File: src/rtl/mem_port_pkg.sv
// mem_port_pkg: shared types and constants for the memory port controller.
//   state_e  : response FSM states (IDLE, RESP_IF, RESP_D)
//   owner_e  : which requester owns the memory port this cycle
//   STARVE_MAX_DEFAULT : default limit on data grants while a fetch waits
//   misaligned() : true when a byte address is not word aligned
package mem_port_pkg;

    localparam int unsigned STARVE_MAX_DEFAULT = 4;

    typedef enum logic [1:0] {
        IDLE    = 2'd0,
        RESP_IF = 2'd1,
        RESP_D  = 2'd2
    } state_e;

    typedef enum logic [1:0] {
        OWN_NONE = 2'd0,
        OWN_IF   = 2'd1,
        OWN_D    = 2'd2
    } owner_e;

    function automatic logic misaligned(input logic [1:0] lsb);
        return (lsb != 2'b00);
    endfunction

endpackage

File: src/rtl/mem_port_arb.sv
// mem_port_arb: combinational arbiter for the shared memory port.
//   if_req, d_req : qualified requests (already masked by reset)
//   starve_hit    : fetch has waited the maximum number of data grants
//   owner         : winner of this cycle (OWN_NONE / OWN_IF / OWN_D)
// Data normally wins; a starved fetch takes the port once.
module mem_port_arb
    import mem_port_pkg::*;
(
    input  logic   if_req,
    input  logic   d_req,
    input  logic   starve_hit,
    output owner_e owner
);

    // Priority selection with starvation override
    always_comb begin
        owner = OWN_NONE;
        if (if_req && (starve_hit || !d_req)) begin
            owner = OWN_IF;
        end else if (d_req) begin
            owner = OWN_D;
        end else begin
            owner = OWN_NONE;
        end
    end

endmodule

File: src/rtl/mem_port_ctrl.sv
// mem_port_ctrl: shares one single-port synchronous RAM (1-cycle read
// latency) between an instruction-fetch port and a data port.
//   clk, reset            : clock, synchronous active-high reset
//   if_req/if_addr        : fetch request; if_gnt/if_rvalid/if_err/if_rdata
//   d_req/d_we/d_be/...   : data request; d_gnt/d_rvalid/d_rdata
//   mem_en/mem_we/mem_addr/mem_wdata/mem_rdata : RAM port
//   stall                 : some pending request was not granted this cycle
// Grants and RAM controls are combinational in the request cycle; the
// FSM remembers which port owns the read data returning next cycle.
module mem_port_ctrl
    import mem_port_pkg::*;
#(
    parameter int unsigned STARVE_MAX = STARVE_MAX_DEFAULT
) (
    input  logic        clk,
    input  logic        reset,
    input  logic        if_req,
    input  logic [31:0] if_addr,
    output logic        if_gnt,
    output logic        if_rvalid,
    output logic        if_err,
    output logic [31:0] if_rdata,
    input  logic        d_req,
    input  logic        d_we,
    input  logic [3:0]  d_be,
    input  logic [31:0] d_addr,
    input  logic [31:0] d_wdata,
    output logic        d_gnt,
    output logic        d_rvalid,
    output logic [31:0] d_rdata,
    output logic        mem_en,
    output logic [3:0]  mem_we,
    output logic [29:0] mem_addr,
    output logic [31:0] mem_wdata,
    input  logic [31:0] mem_rdata,
    output logic        stall
);

    localparam int unsigned CNT_W = (STARVE_MAX < 2) ? 1 : $clog2(STARVE_MAX + 1);
    localparam logic [CNT_W-1:0] STARVE_LIM = CNT_W'(STARVE_MAX);

    logic             if_req_s;
    logic             d_req_s;
    logic             starve_hit_s;
    owner_e           owner_s;
    state_e           state_q, state_d;
    logic [CNT_W-1:0] starve_cnt_q, starve_cnt_d;
    logic [31:0]      if_rdata_q, if_rdata_d;
    logic [31:0]      d_rdata_q, d_rdata_d;
    logic             unused_s;

    // Data accesses are word based; the byte offset is carried by d_be
    assign unused_s = ^d_addr[1:0];

    // Requests are ignored while reset is high
    assign if_req_s     = if_req & ~reset;
    assign d_req_s      = d_req & ~reset;
    assign starve_hit_s = (starve_cnt_q == STARVE_LIM);

    mem_port_arb u_arb (
        .if_req     (if_req_s),
        .d_req      (d_req_s),
        .starve_hit (starve_hit_s),
        .owner      (owner_s)
    );

    // Grants, RAM controls and next FSM state from this cycle's winner
    always_comb begin
        if_gnt    = 1'b0;
        d_gnt     = 1'b0;
        if_err    = 1'b0;
        mem_en    = 1'b0;
        mem_we    = 4'b0000;
        mem_addr  = 30'd0;
        mem_wdata = 32'd0;
        state_d   = IDLE;
        case (owner_s)
            OWN_IF: begin
                if_gnt = 1'b1;
                // A misaligned fetch is answered with an error, not a RAM read
                if (misaligned(if_addr[1:0])) begin
                    if_err = 1'b1;
                end else begin
                    mem_en   = 1'b1;
                    mem_addr = if_addr[31:2];
                    state_d  = RESP_IF;
                end
            end
            OWN_D: begin
                d_gnt    = 1'b1;
                mem_en   = 1'b1;
                mem_addr = d_addr[31:2];
                if (d_we) begin
                    mem_we    = d_be;
                    mem_wdata = d_wdata;
                end else begin
                    state_d = RESP_D;
                end
            end
            default: begin
                state_d = IDLE;
            end
        endcase
        stall = (if_req_s & ~if_gnt) | (d_req_s & ~d_gnt);
    end

    // Starvation counter: counts data grants that overtook a waiting fetch
    always_comb begin
        if (!if_req_s || if_gnt) begin
            starve_cnt_d = '0;
        end else if (d_gnt && !starve_hit_s) begin
            starve_cnt_d = starve_cnt_q + CNT_W'(1);
        end else begin
            starve_cnt_d = starve_cnt_q;
        end
    end

    // Read responses; reset suppresses a response that was in flight
    always_comb begin
        if_rvalid = (state_q == RESP_IF) && !reset;
        d_rvalid  = (state_q == RESP_D) && !reset;
        if (reset) begin
            if_rdata_d = 32'd0;
            d_rdata_d  = 32'd0;
        end else begin
            if_rdata_d = if_rvalid ? mem_rdata : if_rdata_q;
            d_rdata_d  = d_rvalid ? mem_rdata : d_rdata_q;
        end
        if_rdata = if_rdata_d;
        d_rdata  = d_rdata_d;
    end

    // FSM, starvation counter and held read data
    always_ff @(posedge clk) begin
        if (reset) begin
            state_q      <= IDLE;
            starve_cnt_q <= '0;
            if_rdata_q   <= 32'd0;
            d_rdata_q    <= 32'd0;
        end else begin
            state_q      <= state_d;
            starve_cnt_q <= starve_cnt_d;
            if_rdata_q   <= if_rdata_d;
            d_rdata_q    <= d_rdata_d;
        end
    end

endmodule

File: config.mk
export PLATFORM = sky130hd
export DESIGN_NAME = mem_port_ctrl
export DESIGN_NICKNAME = d
export VERILOG_FILES = /design/src/rtl/mem_port_pkg.sv /design/src/rtl/mem_port_arb.sv /design/src/rtl/mem_port_ctrl.sv
export SDC_FILE = /design/constraint.sdc
export NUM_CORES = 1
export LEC_CHECK = 0
export BUFFER_PORTS_ARGS = -buffer_cell sky130_fd_sc_hd__buf_2
export CORE_AREA = 2 2 108 110
export CTS_CLUSTER_SIZE = 16
export DETAILED_ROUTE_END_ITERATION = 8
export DIE_AREA = 0 0 110 112
export GPL_TIMING_DRIVEN = 1
export PLACE_DENSITY = 0.68
export RECOVER_POWER = 25
export SLEW_MARGIN = 15
export SYNTH_ARGS = -nofsm -noshare
export SYNTH_HDL_FRONTEND = slang
export SYNTH_SLANG_ARGS = --single-unit
File: constraint.sdc
create_clock -name clk -period 1.4 [get_ports clk]
set_input_delay 0 -clock clk [delete_from_list [all_inputs] [get_ports clk]]
set_output_delay 0 -clock clk [all_outputs]
set_load 0.02 [all_outputs]
==> impl_metrics.json, run 1 <==
{
  "status": "finished, violations left",
  "violations": "negative setup slack",
  "cts_tree": "built",
  "dp_hpwl_mm": 10.6,
  "powerDensity_nw_per_um2": 683,
  "gp_congestion": 1.03,
  "diodes": 0,
  "grt_overflow_total": 0,
  "syn_nets": 600,
  "layout-drive-gt1-share_pct": 75.9,
  "r2r_cells": 8,
  "dieArea_um2": 12300,
  "synth_cells": 461,
  "clock_skew_ns": 0.00941,
  "cts.reportedPaths.clkPinSlew_ns": 0.06,
  "first_global_vias": 5221,
  "drc_errors": 0,
  "yosys_warnings": 0,
  "hold_class": "input port to flop",
  "fin_crit_sh_pct": 135,
  "core-area_um2": 11200,
  "synth_cell_types": 22,
  "finalCriticalPeriod_ns": 1.89,
  "max-slew-margin-rel_pct": 40.6,
  "fin_nets": 961,
  "leakage_uw": 0.00412,
  "synth_seq_cells": 69,
  "cp-start-kind": "flop",
  "wl_per_cell_um": 23.6,
  "dp_cells": 844,
  "grt_antenna_before_repair": 3,
  "wl_mm": 22.9,
  "clock-root-buffer": "clkbuf_16",
  "nFillCells": 591,
  "ant_nets": 0,
  "finalSetupTns_ns": -38.11,
  "end_kind": "primary output",
  "vdd_drop_max_uv": 557,
  "cts_buffers": 9,
  "vias": 5366,
  "clock_path_buffers": 2,
  "path_class": "flop to primary output",
  "setup_viol_count_final": 136,
  "grt_pass1_wl_mm": 27.8,
  "fmaxAchievable_ghz": 0.529,
  "routed_via_density": 5.53,
  "cts_max_level": 3,
  "insertion_delay_ns": 0.33,
  "first_pass_iters": 7,
  "seq_area_frac_synth_pct": 40.9,
  "fin_cells": 970,
  "fin_ws_ns": -0.490,
  "syn_area_per_cell_um2": 7.33,
  "worst_pin_slew_ns": 0.891,
  "rows": 39,
  "area_delta_synth_final_pct": 170,
  "ff2ff_setup_slack_ns": -0.06,
  "maxCapViolCount": 0,
  "drtIter0Drc": 352,
  "synthesis.area_um2": 3380,
  "critPathRequiredTime_ns": 1.40,
  "rsz0062_at_grt": "yes",
  "die_x_um": 110,
  "initial_core_util_pct": 30.3,
  "cts.sinks": 69,
  "hold_viol": 0,
  "drv_slew": 0,
  "ioPinCount": 274,
  "fp.dieH_um": 112,
  "cp_max_fo": 8,
  "io_buffers": 271,
  "grt_use_total_pct": 30.0,
  "grt_max_degree": 131,
  "critPathArrivalTime_ns": 1.89,
  "worstHoldPathCells": 4
}
[cell usage after synthesis]
| cell type | n | area [um^2] |
|---|---|---|
| a21oi_1 | 129 | 646 |
| nand2_1 | 129 | 484 |
| dfxtp_1 | 69 | 1380 |
| and3_1 | 38 | 238 |
| clkbuf_1 | 34 | 128 |
| a22o_1 | 30 | 263 |
| nor2_1 | 4 | 15.0 |
| buf_1 | 3 | 11.3 |
| buf_6 | 3 | 33.8 |
| inv_1 | 3 | 11.3 |
| nand2b_1 | 3 | 18.8 |
| nor2b_1 | 3 | 18.8 |
| buf_2 | 2 | 10.0 |
| buf_4 | 2 | 15.0 |
| ha_1 | 2 | 25.0 |
| a2111oi_4 | 1 | 27.5 |
| a31oi_2 | 1 | 12.5 |
| mux2i_1 | 1 | 10.0 |
| nand2b_4 | 1 | 13.8 |
| nor3_1 | 1 | 5.00 |
| o21a_1 | 1 | 7.51 |
| or2_2 | 1 | 6.26 |
[state kept, by name, indices dropped and copies added (netlist names)]
register	flops
if_rdata_q	32
starve_cnt_q	3
d_rdata_q	32
state_q	2
[logic make-up after synthesis]
| logic type | Yosys count | share of synthesized area, % |
|---|---|---|
| mux | 1 | 0.296 |
| fa+ha+maj | 2 | 0.740 |
| buf+inv | 47 | 6.18 |
| simple gates | 180 | 23.6 |
| flops | 69 | 40.9 |
| compound gates | 162 | 28.3 |
[per-stage QoR]
step	power [uW]	area, um^2	util (%)	hold WS, ns	setup WS, ns
floorplan	2550	3660	-	0.0716	0.0357
detailed placement	2980	5190	46.5	0.286	-0.153
CTS	5930	7990	71.5	0.0500	-0.501
finish	6230	9130	81.7	0.0771	-0.490
global placement	2960	5190	46.5	0.279	-0.104
global route	6390	9130	81.7	0.0846	-0.570
[power breakdown]
group	internal, uW	total, uW	switching (uW)
Sequential	2010	2040	30.0
Clock	1610	2520	910
Combinational	808	1680	875
[final timing paths]
check	from	endpoint
max	starve_cnt_q[0]$_SDFFE_PP0P_	mem_addr[4]
min	mem_rdata[22]	if_rdata_q[22]$_SDFF_PP0_
max reg2reg	state_q[0]$_SDFF_PP0_	if_rdata_q[12]$_SDFF_PP0_
min reg2reg	if_rdata_q[25]$_SDFF_PP0_	if_rdata_q[25]$_SDFF_PP0_
[what timing repair did]
| item | CTS | global route |
|---|---|---|
| gates cloned | 16 | 6 |
| endpoints found under the hold margin | 45 | 0 |
| endpoints found under the setup margin | 134 | 137 |
| resized for setup | 425 | 205 |
| pin swaps | 102 | 124 |
| hold buffers | 31 | 0 |
| buffers inserted | 36 | 29 |
[worst max-delay path, stage by stage (launching register included)]
cell and delay (ns):
dfxtp_2 0.33, inv_2 0.07, ha_4 0.16, nand2_4 0.06
a2111oi_4 0.35, buf_4 0.21, clkbuf_16 0.16, a22o_4 0.12
buf_6 0.11
[per-layer routing]
metal  track usage [%]  part of all wire (%)
met4              11.9                   6.2
met2              56.0                    54
met5                 0                     0
met1              30.6                    32
met3              8.49                   7.7
[placed cells by master (no fill, tap or decap), drive strengths merged]
cell / count
nor2: 4
ha: 2
a21oi: 129
clkinv: 3
nand2: 129
dlygate4sd3: 31
a31oi: 1
dfxtp: 69
or2: 1
mux2i: 1
nand2b: 4
bufinv: 2
inv: 3
buf: 356
nor3: 1
o21a: 1
clkbuf: 17
a22o: 30
nor2b: 3
a2111oi: 1
clkinvlp: 1
and3: 38
[layout make-up]
cell class	instances	area [um^2]	area share, %
Tap cell	143	179	1.96
Clock buffer	10	239	2.62
Inverter	3	11.3	0.123
Sequential cell	69	1390	15.2
Clock inverter	6	86.3	0.945
Multi-Input combinational cell	345	3530	38.7
Timing Repair Buffer	394	3690	40.5
Power figures use the tool's default switching activity.
==> inputs of run 2 (changes only) <==
==> constraint.sdc (replaced) <==
create_clock -name clk -period 1.6 [get_ports clk]
set_input_delay 0 -clock clk [delete_from_list [all_inputs] [get_ports clk]]
set_output_delay 0 -clock clk [all_outputs]
set_load 0.02 [all_outputs]
==> run 2 against run 1 <==
  * The flow still finishes with violations (negative setup slack)
  * Via count is 10% lower
  * Setup slack improved by 0.18 ns
  * Power fell by 20%
  * Hold slack gained 0.011 ns
  * Combinational power decreased by 33%
  * Sequential cell count unchanged
  * Utilization shrank 19 points
==> impl_metrics.json, run 2 (synthesis results as in run 1) <==
{
  "finalCriticalPeriod_ns": 1.91,
  "cp-start-kind": "flop",
  "end_kind": "primary output",
  "cts_max_level": 3,
  "max-slew-margin-rel_pct": 52.3,
  "insertion_delay_ns": 0.32,
  "clock-root-buffer": "clkbuf_16",
  "layout-drive-gt1-share_pct": 55.0,
  "cts_buffers": 9,
  "critPathSlowestCell": "dfxtp_2",
  "dieArea_um2": 12300,
  "rows": 39,
  "cts_tree": "built",
  "clock_skew_ns": 0.00861,
  "worst_pin_slew_ns": 0.715,
  "critPathRequiredTime_ns": 1.60,
  "fp.dieH_um": 112,
  "fmaxAchievable_ghz": 0.525,
  "powerDensity_nw_per_um2": 705,
  "pre_cts_slack_ns": -0.0233,
  "final_common_cell": "buf_2",
  "fin_crit_sh_pct": 119,
  "status": "finished, violations left",
  "cts.sinks": 69,
  "cpPeakStageDelay_ns": 0.34,
  "first_pass_iters": 5,
  "fin_cells": 929,
  "path_class": "flop to primary output",
  "critPathArrivalTime_ns": 1.91,
  "final_cell_mix": "buf_2 (158), nand2_1 (110), a21oi_1 (95)",
  "dp_cells": 848,
  "switchingPower_uw": 1300,
  "grt_use_total_pct": 27.7,
  "grt_overflow_total": 0,
  "fin_ws_ns": -0.306,
  "gp_congestion": 0.935,
  "violations": "negative setup slack",
  "die_x_um": 110,
  "area_delta_synth_final_pct": 109,
  "wl_per_cell_um": 20.9,
  "p_int_uw": 3680,
  "io_buffers": 271,
  "grt_pass1_wl_mm": 25.1,
  "pwr-share-clk_pct": 42.1,
  "maxCapViolCount": 0,
  "wl_mm": 19.5,
  "seqPwrFrac_pct": 35.5,
  "cpMostUsedCell": "buf_6",
  "power.share.switching_pct": 26.0,
  "hold_class": "input port to flop",
  "routed_via_density": 5.19,
  "grt_max_degree": 109,
  "leakage_uw": 0.00321,
  "cp_max_fo": 7,
  "drtIter0Drc": 267,
  "ioPinCount": 274,
  "ant_nets": 0,
  "drc_errors": 0,
  "hold_viol": 0,
  "grt_antenna_before_repair": 8,
  "clock_path_buffers": 2,
  "nFillCells": 922,
  "path_cells": "inv_2 -> ha_4 -> buf_6 -> a31oi_4 -> buf_6 -> clkbuf_16 -> and3_1 -> buf_6",
  "initial_core_util_pct": 30.3,
  "vdd_drop_max_uv": 746,
  "vias": 4823,
  "core-area_um2": 11200,
  "top_regs": "d_rdata_q (32), if_rdata_q (32), starve_cnt_q (3)",
  "rsz0062_at_grt": "yes",
  "setup_viol_count_final": 71,
  "final_area_um2": 7070,
  "cts.reportedPaths.clkPinSlew_ns": 0.06,
  "drv_slew": 0,
  "dp_hpwl_mm": 12.6,
  "comb_power_share_pct": 22.4,
  "first_global_vias": 4364,
  "dpl_cell_area_um2": 4890,
  "fin_nets": 916,
  "ff2ff_setup_slack_ns": 0.18
}
run 2: cell types whose count changed in the layout (fill, tap and decap cells not counted), moves of 8 or more:
cell     before  now
a21oi_1      60   95
buf_6       123   92
buf_4        69   49
nand2_2      18    8
nand2_1      30  110
nand2_4      66   11
nand2_8      15    0
a22o_1        1   29
a21oi_2      42   32
buf_12       14    6
a22o_4       29    1
buf_2       135  158
a21oi_4      27    2
run 2: layout make-up:
type | count | area [um^2] | area share, %
timing repair buffer | 349 | 2910 | 41.2
multi-input combinational | 345 | 2250 | 31.8
sequential | 69 | 1390 | 19.7
clock buffer | 10 | 239 | 3.38
tap | 143 | 179 | 2.53
clock inverter | 4 | 73.8 | 1.04
antenna | 6 | 15.0 | 0.213
inverter | 3 | 11.3 | 0.159
run 2: power groups by stage:
stage	Clock, uW	Combinational [uW]	Sequential (uW)
final	2090	1120	1770
after global routing	2220	1170	1770
after CTS	2140	939	1770
after detailed placement	0	743	1810
after global placement	0	746	1800
after floorplan	0	378	1800
run 2: worst max-delay path, delay by kind of cell, from the launching register on:
kind	cells	cell delay, ns
buffers and inverters	5	0.67
DFF	1	0.34
AOI/OAI and AO/OA	1	0.23
and+or+nand+nor	1	0.18
adders and majority gates	1	0.16
run 2: stage by stage:
step                      TNS [ns]  hold slack (ns)  power, uW  utilization [%]
after global placement           0            0.281       2550             43.7
after global routing        -21.98            0.108       5160             63.1
after CTS                   -10.99           0.0600       4850             55.0
final                       -17.27           0.0883       4980             63.2
after detailed placement    -0.160            0.284       2550             43.7
after floorplan                  0           0.0716       2180                -
run 2: worst paths after layout:
path	endpoint	start	cells past startpoint
max	mem_wdata[16]	starve_cnt_q[0]$_SDFFE_PP0P_	8
min	starve_cnt_q[2]$_SDFFE_PP0P_	d_req	3
max reg2reg	state_q[1]$_SDFF_PP0_	starve_cnt_q[0]$_SDFFE_PP0P_	7
min reg2reg	d_rdata_q[16]$_SDFF_PP0_	d_rdata_q[16]$_SDFF_PP0_	2
run 2: repair_timing:
action / 4_1_cts / 5_1_grt
hold endpoints to repair: 65 / 0
gates cloned: 6 / 9
gates resized for setup: 157 / 187
pin swaps: 7 / 53
hold buffers: 33 / 0
setup endpoints to repair: 112 / 128
buffers inserted: 4 / 10
run 2: layer usage:
layer / global-route usage [%] / up-vias / wire, um
met5: 0 / - / 48
met4: 8.86 / 8 / 546
met3: 10.7 / 51 / 1810
met2: 46.1 / 237 / 9550
met1: 32.3 / 2280 / 7500
li1: - / 2247 / -
==> inputs of run 3 (changes only) <==
--- a/config.mk
+++ b/config.mk
@@ -5,13 +5,15 @@
 export SDC_FILE = /design/constraint.sdc
 export NUM_CORES = 1
 export LEC_CHECK = 0
+export ABC_AREA = 1
 export BUFFER_PORTS_ARGS = -buffer_cell sky130_fd_sc_hd__buf_2
-export CORE_AREA = 2 2 108 110
+export CORE_AREA = 2 2 107 109
+export CTS_BUF_LIST = sky130_fd_sc_hd__clkbuf_4
 export CTS_CLUSTER_SIZE = 16
 export DETAILED_ROUTE_END_ITERATION = 8
-export DIE_AREA = 0 0 110 112
+export DIE_AREA = 0 0 109 111
 export GPL_TIMING_DRIVEN = 1
-export PLACE_DENSITY = 0.68
+export PLACE_DENSITY = 0.73
 export RECOVER_POWER = 25
 export SLEW_MARGIN = 15
 export SYNTH_ARGS = -nofsm -noshare
==> run 3 against run 2 <==
  * The run still ends with negative setup slack left
  * Clock-buffer cell count down 1
  * Hold slack got worse by 0.0053 ns
  * Sequential power barely moved
  * Via count increased by 27%
  * Register-to-register slack hardly changed
  * Utilization increased by 15 points
  * Power fell by 6.0%
==> impl_metrics.json, run 3 <==
{
  "area_delta_synth_final_pct": 129,
  "r2r_cells": 10,
  "dieArea_um2": 12100,
  "wl_per_cell_um": 20.7,
  "fin_crit_sh_pct": 113,
  "cts_max_level": 3,
  "layout-drive-gt1-share_pct": 59.9,
  "met3_length_mm": 2.30,
  "finalCriticalPeriod_ns": 1.81,
  "critPathSlowestCell": "dfxtp_1",
  "path_cells": "buf_6 -> nor2_4 -> buf_12 -> buf_12 -> nand2_4 -> a21oi_2 -> buf_6",
  "synth_top_area_share_pct": 36.3,
  "critPathRequiredTime_ns": 1.60,
  "gp_congestion": 0.809,
  "synth_cells": 631,
  "cpPeakStageDelay_ns": 0.36,
  "fin_nets": 1099,
  "synthFlopType": "dfxtp_1",
  "synthesis.area_um2": 3800,
  "io_buffers": 271,
  "synthMostInstantiatedCell": "nand2_1",
  "cts.sinks": 69,
  "seq_area_frac_synth_pct": 36.3,
  "worstHoldPathCells": 4,
  "cp-start-kind": "flop",
  "setup_viol_count_final": 134,
  "fp.dieH_um": 111,
  "synthArstFlopShare_pct": 0,
  "clock-root-buffer": "clkbuf_4",
  "finalSetupTns_ns": -18.78,
  "grt_overflow_total": 0,
  "drv_slew": 0,
  "top_layer": "met4",
  "path_class": "flop to primary output",
  "multiInputGateArea_um2": 3470,
  "ant_nets": 0,
  "yosys_warnings": 0,
  "drc_errors": 0,
  "wl_mm": 22.9,
  "syn_area_per_cell_um2": 6.03,
  "grt_max_degree": 97,
  "cts_tree": "built",
  "diodes": 0,
  "synth_cell_types": 20,
  "synth-edff-count": 0,
  "powerDensity_nw_per_um2": 537,
  "clock_skew_ns": 0.0175,
  "core-area_um2": 11100,
  "cts.reportedPaths.clkPinSlew_ns": 0.12,
  "cts_buffers": 9,
  "end_kind": "primary output",
  "first_pass_iters": 6,
  "max-slew-margin-rel_pct": 5.28,
  "fmaxAchievable_ghz": 0.552,
  "maxCapViolCount": 0,
  "hold_viol": 0,
  "worst_pin_slew_ns": 1.42,
  "synth_area_leaders": "dfxtp_1 (36%), nand2_1 (16%), nor2_1 (13%)",
  "dp_hpwl_mm": 9.67,
  "regArea_um2": 1390,
  "first_global_vias": 5132,
  "violations": "negative setup slack",
  "drtIter0Drc": 618,
  "initial_core_util_pct": 34.3,
  "cp_max_fo": 8,
  "wl_met1_mm": 7.94,
  "rsz0062_at_grt": "yes",
  "vias": 6142,
  "synth.largest_area_cell": "dfxtp_1",
  "cp.depth": 7,
  "path_delay_family": "buffers and inverters",
  "syn_nets": 770,
  "grt_antenna_before_repair": 0,
  "nFillCells": 607,
  "top_regs": "d_rdata_q (32), if_rdata_q (32), starve_cnt_q (3)",
  "grt_use_total_pct": 27.1,
  "hold_class": "input port to flop",
  "clock_path_buffers": 2,
  "die_x_um": 109,
  "routed_via_density": 5.54,
  "crit_buf_inv": 4,
  "fin_ws_ns": -0.212,
  "ioPinCount": 274,
  "status": "finished, violations left",
  "grt_pass1_wl_mm": 25.9,
  "critPathArrivalTime_ns": 1.81,
  "insertion_delay_ns": 0.43,
  "final_common_cell": "buf_2",
  "final_cell_mix": "buf_2 (139), buf_6 (120), nand2_1 (96)",
  "synth_seq_cells": 69,
  "pre_cts_slack_ns": 0.122,
  "dr_wl_met2_mm": 11.4,
  "vdd_drop_max_uv": 535,
  "rows": 39,
  "ys_top_cells_by_count": "nand2_1 (167), nor2_1 (127), a21oi_1 (95), dfxtp_1 (69), nand3_1 (60)",
  "leakage_uw": 0.00408
}
==> run 3: changes by cell type after synthesis, moves of 30 or more <==
cell | before | now
a21oi_1 | 129 | 95
a22o_1 | 30 | 0
and3_1 | 38 | 0
inv_1 | 3 | 37
nand2_1 | 129 | 167
nand3_1 | 0 | 60
nor2_1 | 4 | 127
==> run 3: worst paths after layout <==
path,from,endpoint,slack (ns)
worst max register to register,starve_cnt_q[1]$_SDFFE_PP0P_,starve_cnt_q[0]$_SDFFE_PP0P_,0.19
worst max-delay path,state_q[0]$_SDFF_PP0_,d_rdata[23],-0.21
worst min-delay path,reset,if_rdata_q[6]$_SDFF_PP0_,0.08
worst min register to register,if_rdata_q[3]$_SDFF_PP0_,if_rdata_q[3]$_SDFF_PP0_,0.50
==> run 3: cell type report <==
| class | count | share of cell area (%) |
|---|---|---|
| Inverter | 42 | 1.90 |
| Tap cell | 143 | 2.05 |
| Clock inverter | 7 | 1.13 |
| Clock buffer | 9 | 0.776 |
| Multi-Input combinational cell | 473 | 39.9 |
| Timing Repair Buffer | 365 | 38.3 |
| Sequential cell | 69 | 15.9 |
==> run 3: timing repair <==
item                                   4_1_cts  5_1_grt
gates resized for setup                    340      309
setup buffers                               13       19
endpoints found under the hold margin       64        0
hold buffers                                34        0
setup endpoints to repair                  131      134
pin swaps                                   40       83
gates cloned                                11        7
==> run 3: cells by family after synthesis <==
family                   after synthesis  share of synthesized area (%)
AO/OA/AOI/OAI                        113                           14.9
AND/OR/NAND/NOR                      357                           37.7
buffers and inverters                 89                           10.2
flip-flops                            69                           36.3
adder cells (fa/ha/maj)                2                          0.658
XOR/XNOR                               1                          0.230
==> run 3: per-layer routing <==
layer,vias to the layer above,GRT usage (%)
met5,-,0
met4,0,9.74
met3,125,7.29
met2,471,46.8
met1,2878,31.7
li1,2668,-
==> run 3: stage by stage <==
step	total power [uW]	util, %	hold slack [ns]	instances	instance area (um^2)
floorplan	2280	-	0.134	631	3800
global placement	2640	47.8	0.257	1014	5300
detailed placement	2650	47.8	0.263	1014	5300
CTS	4310	64.9	0.00761	1085	7190
global route	4830	78.7	0.0818	1108	8710
finish	4680	78.7	0.0830	1108	8710
==> run 3: where the power goes <==
part	internal (uW)	switching, uW	leakage, uW	total, uW
sequential	1760	28.1	0.000561	1790
combinational	673	882	0.00343	1550
clock	641	693	0.0000865	1330
==> run 3: tightest hold or removal path: cells and delay by family <==
kind | cells | cell delay (ns)
AOI/OAI and AO/OA | 1 | 0.11
and+or+nand+nor | 1 | 0.04
buffers and inverters | 2 | 0.32
